**config.mk**
```make
export PLATFORM = sky130hd
export DESIGN_NAME = mmap_ext
export DESIGN_NICKNAME = d
export VERILOG_FILES = /design/src/rtl/mmap_ext.sv
export SDC_FILE = /design/constraint.sdc
export NUM_CORES = 1
export LEC_CHECK = 0
export ABC_AREA = 0
export CAP_MARGIN = 20
export CORE_MARGIN = 5
export CORE_UTILIZATION = 35
export CTS_CLUSTER_DIAMETER = 50
export CTS_CLUSTER_SIZE = 40
export DETAILED_ROUTE_END_ITERATION = 8
export MAX_ROUTING_LAYER = met4
export PLACE_DENSITY = 0.79
export SLEW_MARGIN = 10
export SYNTH_ARGS = -nofsm -noshare
export SYNTH_HDL_FRONTEND = slang
export SYNTH_SLANG_ARGS = --single-unit
```
**constraint.sdc**
```tcl
create_clock -name clock -period 1.9 [get_ports clock]
set_clock_uncertainty 0.05 [all_clocks]
set_input_delay 0.19 -clock clock [delete_from_list [all_inputs] [get_ports clock]]
set_output_delay 0.19 -clock clock [all_outputs]
set_load 0.05 [all_outputs]
```
**src/rtl/mmap_ext.sv**
```systemverilog
`default_nettype none
// ============================================================================
// Module   : mmap_ext
// Purpose  : Z80 memory/port mapper with extended RAM banking, +3 paging
//            and M1-driven TR-DOS ROM auto-paging.
// Revision : 1.0 - initial release
// ============================================================================
module mmap_ext #(
    parameter int BANK_BITS    = 3,
    parameter int ENABLE_1FFD  = 1,
    parameter int ENABLE_TRDOS = 1
) (
    input  logic                   clock,
    input  logic                   reset_n,
    input  logic                   m0,
    input  logic                   hold,
    input  logic [15:0]            address,
    output logic [7:0]             i_data,
    input  logic [7:0]             o_data,
    input  logic                   we,
    output logic [7:0]             portin,
    input  logic                   portrd,
    input  logic                   portwe,
    output logic [15:0]            rom_address,
    output logic [BANK_BITS+13:0]  ram_address,
    input  logic [7:0]             rom_idata,
    input  logic [7:0]             ram_idata,
    output logic                   ram_we,
    output logic                   vidpage,
    output logic [2:0]             border,
    input  logic [7:0]             kbd,
    input  logic                   mic,
    output logic                   spkr,
    output logic [3:0]             ay_reg,
    output logic [7:0]             ay_data_o,
    input  logic [7:0]             ay_data_i,
    output logic                   ay_req,
    output logic                   sd_signal,
    output logic [1:0]             sd_cmd,
    input  logic [7:0]             sd_din,
    output logic [7:0]             sd_out,
    input  logic                   sd_busy,
    input  logic                   sd_timeout,
    output logic                   trdos_active
);

    logic [7:0]           r_port7ffd;
    logic [7:0]           r_port1ffd;
    logic                 w_lock;
    logic                 w_special;
    logic                 w_plus3_rom;
    logic                 w_wprot;
    logic [BANK_BITS-1:0] w_sel_bank;
    logic [BANK_BITS-1:0] w_bank7;
    logic [BANK_BITS-1:0] w_bank;
    logic [2:0]           w_special_bank;
    logic [1:0]           w_base_page;
    logic [1:0]           w_rom_page;
    logic                 w_wr;
    logic                 w_sel_fffd;
    logic                 w_sel_bffd;
    logic                 w_sel_0f;
    logic                 w_sel_1f;
    logic                 w_sel_1ffd;
    logic                 w_sel_7ffd;
    logic                 w_sel_ula;
    logic                 w_sel_low;
    logic                 w_unused;

    assign w_unused = &{1'b0, portrd, kbd[7:5]};

    // With 1 MB of RAM, bit 5 of 7FFD becomes a bank bit and locking is lost.
    assign w_lock      = (BANK_BITS == 6) ? 1'b0 : r_port7ffd[5];
    assign w_special   = (ENABLE_1FFD != 0) && r_port1ffd[0];
    assign w_plus3_rom = (ENABLE_1FFD != 0) && r_port1ffd[2];
    assign w_wprot     = (BANK_BITS == 3) && r_port7ffd[7];

    generate
        if (BANK_BITS == 3) begin : g_bank3
            assign w_sel_bank = r_port7ffd[2:0];
        end else if (BANK_BITS == 4) begin : g_bank4
            assign w_sel_bank = {r_port7ffd[6], r_port7ffd[2:0]};
        end else if (BANK_BITS == 5) begin : g_bank5
            assign w_sel_bank = {r_port7ffd[7:6], r_port7ffd[2:0]};
        end else begin : g_bank6
            assign w_sel_bank = {r_port7ffd[5], r_port7ffd[7:6], r_port7ffd[2:0]};
        end
    endgenerate

    assign w_bank7     = w_lock ? '0 : w_sel_bank;
    assign w_base_page = w_plus3_rom ? {1'b1, r_port7ffd[4]}
                                     : {1'b0, w_lock | r_port7ffd[4]};
    assign w_rom_page  = trdos_active ? 2'd2 : w_base_page;
    assign rom_address = {w_rom_page, address[13:0]};
    assign vidpage     = w_lock ? 1'b0 : r_port7ffd[3];

    always_comb begin
        w_special_bank = {1'b1, address[15:14]};
        case (r_port1ffd[2:1])
            2'b00:   w_special_bank = {1'b0, address[15:14]};
            2'b01:   w_special_bank = {1'b1, address[15:14]};
            2'b10:   if (address[15:14] == 2'b11) w_special_bank = 3'd3;
            default: begin
                case (address[15:14])
                    2'b00:   w_special_bank = 3'd4;
                    2'b01:   w_special_bank = 3'd7;
                    2'b10:   w_special_bank = 3'd6;
                    default: w_special_bank = 3'd3;
                endcase
            end
        endcase
    end

    always_comb begin
        w_bank = '0;
        ram_we = 1'b0;
        i_data = ram_idata;
        if (w_special) begin
            w_bank = BANK_BITS'(w_special_bank);
            ram_we = we;
        end else begin
            case (address[15:14])
                2'b00: i_data = rom_idata;
                2'b01: begin
                    w_bank = BANK_BITS'(3'd5);
                    ram_we = we;
                end
                2'b10: begin
                    w_bank = BANK_BITS'(3'd2);
                    ram_we = we;
                end
                default: begin
                    w_bank = w_bank7;
                    ram_we = we && !w_wprot;
                end
            endcase
        end
    end

    assign ram_address = {w_bank, address[13:0]};

    assign w_sel_fffd = (address == 16'hFFFD);
    assign w_sel_bffd = (address == 16'hBFFD);
    assign w_sel_0f   = (address[7:0] == 8'h0F);
    assign w_sel_1f   = (address[7:0] == 8'h1F);
    assign w_sel_1ffd = (address == 16'h1FFD);
    assign w_sel_7ffd = (address[7:0] == 8'hFD);
    assign w_sel_ula  = !address[0];
    assign w_sel_low  = (address[7:5] == 3'b000);

    always_comb begin
        portin = 8'hFF;
        if (w_sel_fffd)       portin = {4'h0, ay_reg};
        else if (w_sel_bffd)  portin = ay_data_i;
        else if (w_sel_0f)    portin = sd_din;
        else if (w_sel_1f)    portin = {sd_timeout, 6'b0, sd_busy};
        else if (w_sel_1ffd)  portin = r_port1ffd;
        else if (w_sel_7ffd)  portin = r_port7ffd;
        else if (w_sel_ula)   portin = {1'b1, mic, 1'b1, kbd[4:0]};
        else if (w_sel_low)   portin = 8'h00;
    end

    assign w_wr = portwe && hold;

    // sd_signal is forced low the cycle after it rises, so it is a single pulse.
    always_ff @(posedge clock or negedge reset_n) begin
        if (!reset_n) begin
            r_port7ffd <= 8'h00;
            r_port1ffd <= 8'h00;
            ay_reg     <= 4'h0;
            ay_data_o  <= 8'h00;
            ay_req     <= 1'b0;
            sd_signal  <= 1'b0;
            sd_cmd     <= 2'b00;
            sd_out     <= 8'h00;
            border     <= 3'b000;
            spkr       <= 1'b0;
        end else begin
            sd_signal <= 1'b0;
            if (w_wr) begin
                if (w_sel_fffd) begin
                    ay_reg <= o_data[3:0];
                end else if (w_sel_bffd) begin
                    ay_data_o <= o_data;
                    ay_req    <= ~ay_req;
                end else if (w_sel_0f) begin
                    sd_out    <= o_data;
                    sd_cmd    <= 2'd1;
                    sd_signal <= !sd_signal;
                end else if (w_sel_1f) begin
                    sd_cmd    <= o_data[1:0];
                    sd_signal <= !sd_signal;
                end else if (w_sel_1ffd) begin
                    if (!w_lock && (ENABLE_1FFD != 0)) r_port1ffd <= o_data;
                end else if (w_sel_7ffd) begin
                    if (!w_lock) r_port7ffd <= o_data;
                end else if (w_sel_ula) begin
                    border <= o_data[2:0];
                    spkr   <= o_data[4] ^ o_data[3];
                end
            end
        end
    end

    generate
        if (ENABLE_TRDOS != 0) begin : g_trdos
            typedef enum logic [0:0] {
                TR_OFF = 1'b0,
                TR_ON  = 1'b1
            } trdos_state_t;

            trdos_state_t r_state;
            trdos_state_t w_state_next;

            always_ff @(posedge clock or negedge reset_n) begin
                if (!reset_n) r_state <= TR_OFF;
                else          r_state <= w_state_next;
            end

            // Entry is judged on the ROM page that would be mapped without TR-DOS.
            always_comb begin
                w_state_next = r_state;
                case (r_state)
                    TR_OFF: if (m0 && hold && (address[15:8] == 8'h3D) && (w_base_page == 2'd1))
                                w_state_next = TR_ON;
                    TR_ON:  if (m0 && hold && (address[15:14] != 2'b00))
                                w_state_next = TR_OFF;
                    default: w_state_next = TR_OFF;
                endcase
            end

            assign trdos_active = (r_state == TR_ON);
        end else begin : g_no_trdos
            assign trdos_active = 1'b0;
        end
    endgenerate

endmodule
`default_nettype wire

```
==> summary.txt <==
Critical path
  • Critical path class: input port to output port
  • Worst Setup End Kind: output port
  • WP data arrival: 1.86 ns
  • Crit Path Max Fanout: 4
  • CP Buf/Inv Count: 2
  • Top delay family on crit path: compound AO/OA/AOI/OAI gates
  • Critical-path cell list: buf_6, or4b_4, o32a_1, a221o_1, o221ai_4, buf_12
  • Required time of the worst setup path: 1.66 ns
  • Slowest CP cell: or4b_4
  • Startpoint type of the worst setup path: input port
  • Max incr delay on CP: 0.56 ns
  • Slack of the worst reg-to-reg path: 0.26 ns

Pwr
  • P per Cell Area: 487 nW/um^2
  • Max VDD drop: 0.422 mV
  • Leak: 2.35 nW

Place
  • Dpl cells: 528
  • GPL Wtd Cong: 0.911
  • DPL Wire Length: 7.93 mm
  • IO buf count: 149

Timing
  • Final Worst Setup Slack: -0.201 ns
  • Final Max Slew Viols: 0
  • Worst rel slew slack: 62.0%
  • # setup viols final: 8
  • Unrepaired setup endpoints after global routing: true
  • Peak Freq: 476 MHz
  • Hold Fails Final Rpt: 0
  • Final setup TNS: -0.982 ns
  • Minimum clock period: 2.10 ns
  • Final worst-path cycle share: 111%
  • Worst-Margin Slew: 0.570 ns
  • Hold slack final: 0.390 ns

Synth
  • Synth unique cells: 49
  • Post-synth top area share: 40.3%
  • Synth Register Bits: 45
  • Register area share after synthesis: 40.3%
  • Number of synthesized flops with an enable pin: 0
  • Synth Area per Inst: 10.5 sq um
  • Synth Warn #: 0
  • Syn nets: 346
  • Main synth FF type: dfrtp_1
  • Synth area leader: dfrtp_1
  • Cell Area, Synth: 2790 sq um
  • Mapped Cells: 267
  • Post-synthesis async set-or-reset flop share: 100%
  • Synth top area cells: dfrtp_1 (40%), mux2_2 (19%), buf_4 (7.8%)

Floorplan
  • Starting Density: 36.0%
  • Die Area: 9870 sq um
  • Core Region: 7770 sq um
  • Horiz. Die Dim: 99.3 um
  • Rows: 32
  • Die H: 99.3 um
  • Top Ports: 154

CTS
  • Clk sinks: 45
  • CTS tree: built
  • Worst-Skew Late Latency: 0.30 ns
  • H-tree levels: 2
  • Root cell of the clock tree: clkbuf_8
  • Total CTS buffers: 5
  • CTS Buffer Depth: 2
  • Reg clk slew, reported paths: 0.08 ns

Flow run
  • Max-cap viol count: 0

Final layout
  • Fin cells: 549
  • Util after Layout: 67.3%
  • N_diodes: 0
  • Layout cells sized above 1: 51.5%
  • Syn-to-layout area delta: 87.1%
  • Nets: 525

Worst hold path
  • HP Class: register to register

Detailed routing
  • Drt wl/cell: 19.0 um
  • Via Count: 2862
  • Antenna Nets Post-Route: 0
  • Vias per inst: 5.21
  • 1st-iter DRT viols: 145
  • Detailed Routing Iterations Pass 1: 5
  • Post-Route WL: 10.4 mm
  • Drt drc: 0

Global routing
  • GRT Total Usage: 21.2%
  • First-pass GRT wire length: 16.2 mm
  • Largest net degree at the start of global routing: 46
  • Vias in the first global route: 3107
  • Initial antenna violation count: 0
  • Grt total ovfl: 0

Outcome
  • Outcome: finished with violations
  • Failing checks: setup timing
cells by family (layout without fill, tap and decap cells):
| group | count (synthesis) | count (layout) | synth area share (%) |
|---|---|---|---|
| XOR/XNOR | 2 | 2 | 0.627 |
| multiplexers | 48 | 48 | 19.3 |
| AO/OA/AOI/OAI | 61 | 61 | 14.3 |
| AND/OR/NAND/NOR | 56 | 56 | 12.1 |
| adder cells (fa/ha/maj) | 5 | 5 | 2.24 |
| flip-flops | 45 | 45 | 40.3 |
| buffers and inverters | 50 | 230 | 11.1 |
path summary, 6_finish.rpt:
kind	start	endpoint	cells after the start
max	address[6]	portin[0]	6
min	sd_signal	sd_signal	1
max reg2reg	r_port7ffd[5]	r_port1ffd[0]	3
min reg2reg	sd_signal	sd_signal	1
max in group asynchronous	reset_n	r_port1ffd[2]	3
min in group asynchronous	reset_n	sd_out[1]	3
metal layers:
metal | global-route usage, % | part of all wire, % | up-vias
met5 | - | 0 | -
met4 | 7.04 | 1.4 | 0
met3 | 4.21 | 7.9 | 18
met2 | 36.9 | 52 | 170
met1 | 24.4 | 38 | 1367
li1 | - | - | 1307
power by group:
group,switching [W],internal [W]
combinational,0.000526,0.000433
clock,0.000333,0.000261
sequential,0.0000138,0.000981
synth_stat cells (2+ instances only):
| master | n |
|---|---|
| a211oi_1 | 3 |
| nand4_1 | 3 |
| buf_4 | 29 |
| o221ai_1 | 3 |
| or4b_1 | 2 |
| ha_1 | 5 |
| nor2b_1 | 6 |
| nand3_2 | 2 |
| a31oi_1 | 4 |
| clkbuf_1 | 5 |
| o221a_2 | 3 |
| a211o_1 | 3 |
| nor2_1 | 10 |
| a21oi_1 | 13 |
| and3_1 | 2 |
| buf_2 | 5 |
| nand2_1 | 9 |
| xnor2_1 | 2 |
| o21ai_0 | 21 |
| dfrtp_1 | 45 |
| inv_1 | 10 |
| or2_2 | 3 |
| nand3_1 | 7 |
| mux2_2 | 47 |
cells in the final DEF, fill, tap and decap left out, types with 4 or more instances in the layout:
master,instances
mux2_2,44
buf_2,5
buf_12,28
buf_6,11
dlygate4sd2_1,4
inv_1,8
clkbuf_8,5
nor2_1,8
nand2_1,7
a21oi_4,5
o21ai_2,4
a21oi_1,5
dfrtp_1,43
buf_4,73
clkdlybuf4s50_1,81
buf_8,4
nand3_1,6
clkbuf_2,4
o21ai_0,14
nor2b_1,5
through the flow:
| step | setup WS [ns] | power (W) | instance area, sq um |
|---|---|---|---|
| after floorplan | -0.149 | 0.00149 | 2940 |
| after global placement | -0.752 | 0.00193 | 4830 |
| after detailed placement | -0.798 | 0.00195 | 4830 |
| after CTS | -0.197 | 0.00256 | 5160 |
| after global routing | -0.238 | 0.00265 | 5230 |
| final | -0.201 | 0.00255 | 5230 |
repair_timing:
action                                 4_1_cts  5_1_grt
setup endpoints to repair                   60       31
endpoints found under the hold margin       45        0
hold buffers                                 1        0
setup buffers                                9        3
pin swaps                                   21       14
gates resized for setup                     87       28
cell type report:
cell class	count	area, sq um
fillers	555	2540
repair buffers	212	2200
multi-input cells	172	1640
flip-flops and latches	45	1130
well taps	102	128
clock buffers	5	68.8
inverters	10	37.5
clock inverters	3	21.3
Power figures use the tool's default switching activity.
